[src/rtl/hamming_secded_enc_pipe.sv]
// Pipelined Hamming encoder (SECDED or SEC-only) with valid/ready on both sides,
// one-shot error injection for decoder testing and a delivered-word counter.
module hamming_secded_enc_pipe #(
    parameter int  DATA_W = 16,
    parameter int  SECDED = 1,
    parameter int  PIPE   = 2,
    localparam int R      = (DATA_W + 3 <= 4)  ? 2 :
                            (DATA_W + 4 <= 8)  ? 3 :
                            (DATA_W + 5 <= 16) ? 4 :
                            (DATA_W + 6 <= 32) ? 5 :
                            (DATA_W + 7 <= 64) ? 6 : 7,
    localparam int CODE_W = DATA_W + R + SECDED,
    localparam int POS_W  = $clog2(CODE_W)
) (
    input  logic              clk,
    input  logic              rst_n,
    input  logic              en,
    input  logic              in_valid,
    output logic              in_ready,
    input  logic [DATA_W-1:0] data_in,
    output logic              out_valid,
    input  logic              out_ready,
    output logic [CODE_W-1:0] code_out,
    input  logic              inj_req,
    input  logic [POS_W-1:0]  inj_pos,
    input  logic              inj_double,
    output logic              inj_armed,
    output logic [15:0]       word_cnt
);

    localparam int N = DATA_W + R;

    // Hamming positions 1..N; parity at powers of two, data fills the rest in order.
    function automatic logic [CODE_W-1:0] encode(input logic [DATA_W-1:0] d);
        logic [N:0]        h;
        logic [CODE_W-1:0] c;
        logic              par;
        int                j;
        h = '0;
        c = '0;
        j = 0;
        for (int p = 1; p <= N; p++) begin
            if ((p & (p - 1)) != 0) begin
                h[p] = d[j];
                j++;
            end
        end
        for (int i = 0; i < R; i++) begin
            par = 1'b0;
            for (int p = 1; p <= N; p++) begin
                if (p[i]) par = par ^ h[p];
            end
            h[2**i] = par;
        end
        for (int p = 1; p <= N; p++) c[p - 1 + SECDED] = h[p];
        if (SECDED != 0) c[0] = ^h;
        return c;
    endfunction

    // Out-of-range positions produce an empty mask; the double flip wraps to bit 0.
    function automatic logic [CODE_W-1:0] flip_mask(input logic [POS_W-1:0] pos,
                                                    input logic dbl);
        logic [CODE_W-1:0] m;
        int                p;
        int                q;
        m = '0;
        p = int'(pos);
        if (p < CODE_W) begin
            m = {{(CODE_W-1){1'b0}}, 1'b1} << p;
            q = (p == CODE_W - 1) ? 0 : p + 1;
            if (dbl) m = m | ({{(CODE_W-1){1'b0}}, 1'b1} << q);
        end
        return m;
    endfunction

    logic              s1_valid_q, s1_valid_d;
    logic [DATA_W-1:0] s1_data_q, s1_data_d;
    logic [CODE_W-1:0] s1_mask_q, s1_mask_d;
    logic              inj_armed_q, inj_armed_d;
    logic [POS_W-1:0]  inj_pos_q, inj_pos_d;
    logic              inj_dbl_q, inj_dbl_d;
    logic [15:0]       word_cnt_q, word_cnt_d;

    logic              s1_adv;
    logic              accept;
    logic              out_fire;
    logic              inj_apply;
    logic [POS_W-1:0]  inj_sel_pos;
    logic              inj_sel_dbl;
    logic [CODE_W-1:0] s1_code;

    // Handshake: a word moves across an interface on a rising edge where valid and
    // ready are both high; a held valid keeps its payload stable until taken, and
    // ready may depend combinationally on downstream ready so bubbles collapse.
    assign in_ready  = rst_n && en && (!s1_valid_q || s1_adv);
    assign accept    = in_valid && in_ready;
    assign out_fire  = out_valid && out_ready;
    assign s1_code   = encode(s1_data_q) ^ s1_mask_q;
    assign inj_armed = inj_armed_q;
    assign word_cnt  = word_cnt_q;

    // A pending injection wins over a coincident request, which then re-arms.
    always_comb begin
        inj_apply   = inj_armed_q || inj_req;
        inj_sel_pos = inj_armed_q ? inj_pos_q : inj_pos;
        inj_sel_dbl = inj_armed_q ? inj_dbl_q : inj_double;
        inj_armed_d = inj_armed_q;
        inj_pos_d   = inj_pos_q;
        inj_dbl_d   = inj_dbl_q;
        if (inj_req && !(accept && !inj_armed_q)) begin
            inj_armed_d = 1'b1;
            inj_pos_d   = inj_pos;
            inj_dbl_d   = inj_double;
        end else if (accept) begin
            inj_armed_d = 1'b0;
        end
    end

    always_comb begin
        s1_valid_d = s1_valid_q;
        s1_data_d  = s1_data_q;
        s1_mask_d  = s1_mask_q;
        if (accept) begin
            s1_valid_d = 1'b1;
            s1_data_d  = data_in;
            s1_mask_d  = inj_apply ? flip_mask(inj_sel_pos, inj_sel_dbl) : '0;
        end else if (s1_adv) begin
            s1_valid_d = 1'b0;
        end
    end

    always_comb begin
        word_cnt_d = word_cnt_q + 16'(out_fire);
    end

    always_ff @(posedge clk or negedge rst_n) begin
        if (!rst_n) begin
            s1_valid_q  <= 1'b0;
            s1_data_q   <= '0;
            s1_mask_q   <= '0;
            inj_armed_q <= 1'b0;
            inj_pos_q   <= '0;
            inj_dbl_q   <= 1'b0;
            word_cnt_q  <= '0;
        end else begin
            s1_valid_q  <= s1_valid_d;
            s1_data_q   <= s1_data_d;
            s1_mask_q   <= s1_mask_d;
            inj_armed_q <= inj_armed_d;
            inj_pos_q   <= inj_pos_d;
            inj_dbl_q   <= inj_dbl_d;
            word_cnt_q  <= word_cnt_d;
        end
    end

    if (PIPE == 1) begin : g_pipe1
        assign s1_adv    = s1_valid_q && out_ready;
        assign out_valid = s1_valid_q;
        assign code_out  = s1_code;
    end else begin : g_pipe2
        logic              s2_valid_q, s2_valid_d;
        logic [CODE_W-1:0] s2_code_q, s2_code_d;

        assign s1_adv    = s1_valid_q && (!s2_valid_q || out_ready);
        assign out_valid = s2_valid_q;
        assign code_out  = s2_code_q;

        always_comb begin
            s2_valid_d = s2_valid_q;
            s2_code_d  = s2_code_q;
            if (s1_adv) begin
                s2_valid_d = 1'b1;
                s2_code_d  = s1_code;
            end else if (out_ready) begin
                s2_valid_d = 1'b0;
            end
        end

        always_ff @(posedge clk or negedge rst_n) begin
            if (!rst_n) begin
                s2_valid_q <= 1'b0;
                s2_code_q  <= '0;
            end else begin
                s2_valid_q <= s2_valid_d;
                s2_code_q  <= s2_code_d;
            end
        end
    end

endmodule

[config.mk]
export PLATFORM = sky130hd
export DESIGN_NAME = hamming_secded_enc_pipe
export DESIGN_NICKNAME = d
export VERILOG_FILES = /design/src/rtl/hamming_secded_enc_pipe.sv
export SDC_FILE = /design/constraint.sdc
export NUM_CORES = 1
export LEC_CHECK = 0
export BUFFER_PORTS_ARGS = -buffer_cell sky130_fd_sc_hd__buf_2
export CAP_MARGIN = 20
export CORE_MARGIN = 2
export CORE_UTILIZATION = 29
export DETAILED_ROUTE_END_ITERATION = 6
export GPL_ROUTABILITY_DRIVEN = 0
export PLACE_DENSITY_LB_ADDON = 0.08
export SYNTH_ARGS = -nofsm -noshare
export SYNTH_HDL_FRONTEND = slang
export SYNTH_SLANG_ARGS = --single-unit
[constraint.sdc]
create_clock -name clk -period 8.3 [get_ports clk]
set_input_delay 0.83 -clock clk [delete_from_list [all_inputs] [get_ports clk]]
set_output_delay 0.83 -clock clk [all_outputs]
set_load 0.01 [all_outputs]
==> flow_summary_export.csv <==
group,metric,value,unit
sta,report.final.setup_viol,0,
power,cellPowerDensity,287,mW/mm²
logic_synthesis,synth-main-ff-cell,"dfrtp_1",
outcome,run_status,"complete, no violations",
route,detail_route.iter0.violations,158,
layout,final_core_utilization,35.7,%
power,share_clk_of_total_power,31.8,%
route,vias_per_cell,4.81,
logic_synthesis,synth_adder_area_share,2.58,%
logic_synthesis,synth_fp_nets,423,
route,ant_nets,0,
layout,n_antenna_cell,0,
critical_path,rr_startpoint,"inj_armed",
route,wirelength,10200,µm
layout,combined_area_of_the_multi_input_logic_cells,0.00204,mm²
logic_synthesis,post_synth_inst_count,387,
sta,achievable-frequency,306,MHz
route,met3WireLength,388,µm
floorplan,chipWidth,125,µm
critical_path,critical_path_arrival,3540,ps
floorplan,initial_utilization,29.5,%
logic_synthesis,synth.mux.area_fraction,7.96,%
critical_path,reg2regPathDepth,7,
power,leakagePower,2.32,nW
grt,first_pass_grt_wire_length,17100,µm
cts,postCtsSetupRepairBufs,0,
logic_synthesis,ffs_latches_synth,85,
route,routed_wire_length_per_instance,15.7,µm
floorplan,boundaryPins,69,
sta,post-route-period-util,39.4,%
floorplan,fp.coreArea,0.0144,mm²
logic_synthesis,share_of_the_synthesized_area_in_compound_gates_ao_oa_aoi_oai,12.7,%
critical_path,timing.critical_path.from_type,"register",
floorplan,dieHeight,125,µm
layout,non_filler_instance_count_after_layout,646,
sta,slew_violations,0,
power,internal_power_consumption,1.01,mW
sta,postLayoutSetupSlackWorst,5030,ps
sta,worst_slew_margin_rel,45.6,%
logic_synthesis,async_reset_ff_share,100,%
layout,layout_net_count,493,
route,top_layer_used,"met4",
logic_synthesis,yosys_warnings,0,
cts,cts_tree,"done",
critical_path,path_class,"reg2reg",
logic_synthesis,synth.lib_cells_used.distinct,49,
logic_synthesis,synth_edf_count,0,
floorplan,rows,44,
grt,grt.overflow.total,0,
logic_synthesis,syn_area_per_cell,11.0,µm²
placement,dp_hpwl,7340,µm
sta,setup_tns,0,ps
grt,grt_pass1_vias,3146,
power,net-switching-power,0.466,mW
route,dr_wl_met2,4570,µm
sta,clock-skew-final,5.36,ps
power,power.combinational.fraction,30.8,%
critical_path,timing.critical_path.required,8570,ps
sta,tightest_slew,816,ps
route,vias,3107,
logic_synthesis,synth_area_in_simple_gates,10.5,%
cts,clock_tree.buffer_depth,2,
cts,clk_transition_reported_paths,70,ps
sta,setup_repair_after_global_routing_missed_its_margin,"no",
cts,cts_root_buffer,"clkbuf_16",
power,switching_share,31.5,%
placement,numPortBuffers,68,
logic_synthesis,sequential_to_total_area_share_from_yosys_stat,49.9,%
sta,final_hold_viol_count,0,
logic_synthesis,yosys.area_share.xor_xnor,14.1,%
cts,cts-buffers-inserted,9,
route,drt_first_pass_iters,4,
layout,layout-drive-gt1-share,26.0,%
cts,clock_latency_reported_for_the_late_side_of_the_worst_skew_pair,340,ps
grt,grt_max_degree,63,
flow_run,max_cap_viol_count,0,
worst_hold_path,holdCritPathClass,"in2async",
cts,clkSinkCount,85,
critical_path,critical_path.endpoint_type,"register",
cts,ctsHtreeMaxLevel,3,
sta,finalHoldWorstSlack,380,ps
grt,grt_antenna_before_repair,0,
placement,place_worst_setup_slack,5040,ps
sta,finalCriticalPeriod,3270,ps
layout,synthToLayoutAreaGrowth,20.9,%
route,routedLengthMet1,5000,µm
layout,fill_cells,1480,
critical_path,crit_path_max_fanout,20,
critical_path,r2r-end,"s1_mask_q[12]",
cts,post_cts.resized_instances,0,
layout,layout.area.seq,0.00213,mm²
power,worst_ir_drop_vdd,0.134,mV
power,seq_power_share,37.4,%
logic_synthesis,combinational_family_with_the_most_area_after_synthesis,"XOR/XNOR gates",
route,drcViolationCount,0,
cts,cts_hold_buffers,0,
grt,grt_use_total,13.8,%
logic_synthesis,syn-cell-area,0.00426,mm²
floorplan,die_area,0.0157,mm²
placement,number_of_placed_instances_taps_included,630,
critical_path,worst-r2r-setup-slack,5030,ps
cells in the final DEF, fill, tap and decap left out, drive strengths merged, types with 7 or more instances in the layout:
| cell | count |
|---|---|
| xor2 | 11 |
| xnor2 | 55 |
| clkbuf | 9 |
| a32oi | 9 |
| ha | 8 |
| nand4 | 7 |
| mux2 | 23 |
| nor2 | 12 |
| buf | 71 |
| o21ai | 39 |
| nand3 | 7 |
| a22o | 7 |
| dfrtp | 85 |
| nand2 | 47 |
| inv | 11 |
registers in the layout, indices dropped and copies added, names as in the netlist:
register and flops:
word_cnt 16, code_out 22, inj_dbl_q 1, s1_mask_q 22, inj_armed 1, s1_valid_q 1
s1_data_q 16, out_valid 1, inj_pos_q 5
cell usage after synthesis (2+ instances only):
library cell / n / area share (%)
o22ai_1: 3 / 0.44
ha_1: 8 / 2.3
mux2i_2: 2 / 0.65
a21oi_1: 6 / 0.70
clkbuf_1: 10 / 0.88
a32oi_1: 9 / 1.8
mux2_2: 22 / 5.8
nand3b_1: 2 / 0.35
xor2_1: 11 / 2.3
o21ai_1: 5 / 0.59
inv_1: 9 / 0.79
a31oi_1: 4 / 0.59
nand2b_1: 3 / 0.44
o32ai_1: 3 / 0.62
a22o_1: 7 / 1.4
o21ai_0: 34 / 4.0
nor3_1: 2 / 0.23
mux2i_1: 3 / 0.70
and3_1: 3 / 0.44
nand4_1: 6 / 0.88
nand2_1: 47 / 4.1
dfrtp_1: 85 / 50
nor2_1: 12 / 1.1
and2_1: 4 / 0.59
and4_1: 2 / 0.41
xnor2_1: 55 / 11
a21o_1: 2 / 0.35
nand3_1: 7 / 0.82
cell families (layout without fill, tap and decap cells):
logic type / count (synthesis) / in the layout
muxes: 29 / 29
AOI/OAI and AO/OA: 82 / 82
buffers and inverters: 22 / 97
DFF: 85 / 85
adders and majority gates: 9 / 9
and+or+nand+nor: 93 / 93
xor gates and xnor gates: 67 / 67
through the flow:
stage          area, µm²  power [mW]
2_1_floorplan       4260       0.881
3_3_place_gp        4800        1.02
3_5_place_dp        4800        1.03
4_1_cts             5150        1.51
5_1_grt             5150        1.58
6_report            5150        1.48
layout make-up:
class                           instances  area share (%)
Sequential cell                        85            41.3
Multi-Input combinational cell        280            39.6
Timing Repair Buffer                   71            7.09
Tap cell                              184            4.47
Clock buffer                            9            4.37
Clock inverter                          7            2.38
Inverter                               10           0.777
metal layers:
layer  GRT usage (%)  up-vias
met1            19.1     1501
met4            5.88        0
met3            2.65       16
met2            21.0       72
met5               0        -
li1                -     1518
power by group through the flow:
stage               clock (mW)  sequential [mW]  combinational [mW]
global route             0.505            0.568               0.508
global placement             0            0.563               0.460
detailed placement           0            0.565               0.462
finish                   0.471            0.554               0.455
CTS                      0.487            0.557               0.463
floorplan                    0            0.574               0.308
worst max-delay path, cell delays in order, from the launching register on:
cell and delay [ps]:
dfrtp_1 860, mux2i_2 380, inv_1 150, ha_1 300
ha_1 420, or4_4 590, or3_4 370, o21ai_1 130
worst max path at each step:
| stage | startpoint | endpoint | slack (ps) | depth (start not counted) |
|---|---|---|---|---|
| 2_1_floorplan | inj_pos[0] | s1_mask_q[12] | 5330 | 8 |
| 3_3_place_gp | inj_armed | s1_mask_q[12] | 5110 | 7 |
| 3_5_place_dp | inj_armed | s1_mask_q[12] | 5040 | 7 |
| 4_1_cts | inj_armed | s1_mask_q[12] | 5020 | 7 |
| 5_1_grt | inj_armed | s1_mask_q[12] | 4810 | 7 |
| 6_report | inj_armed | s1_mask_q[12] | 5030 | 7 |
(Power assumes the default switching activity.)
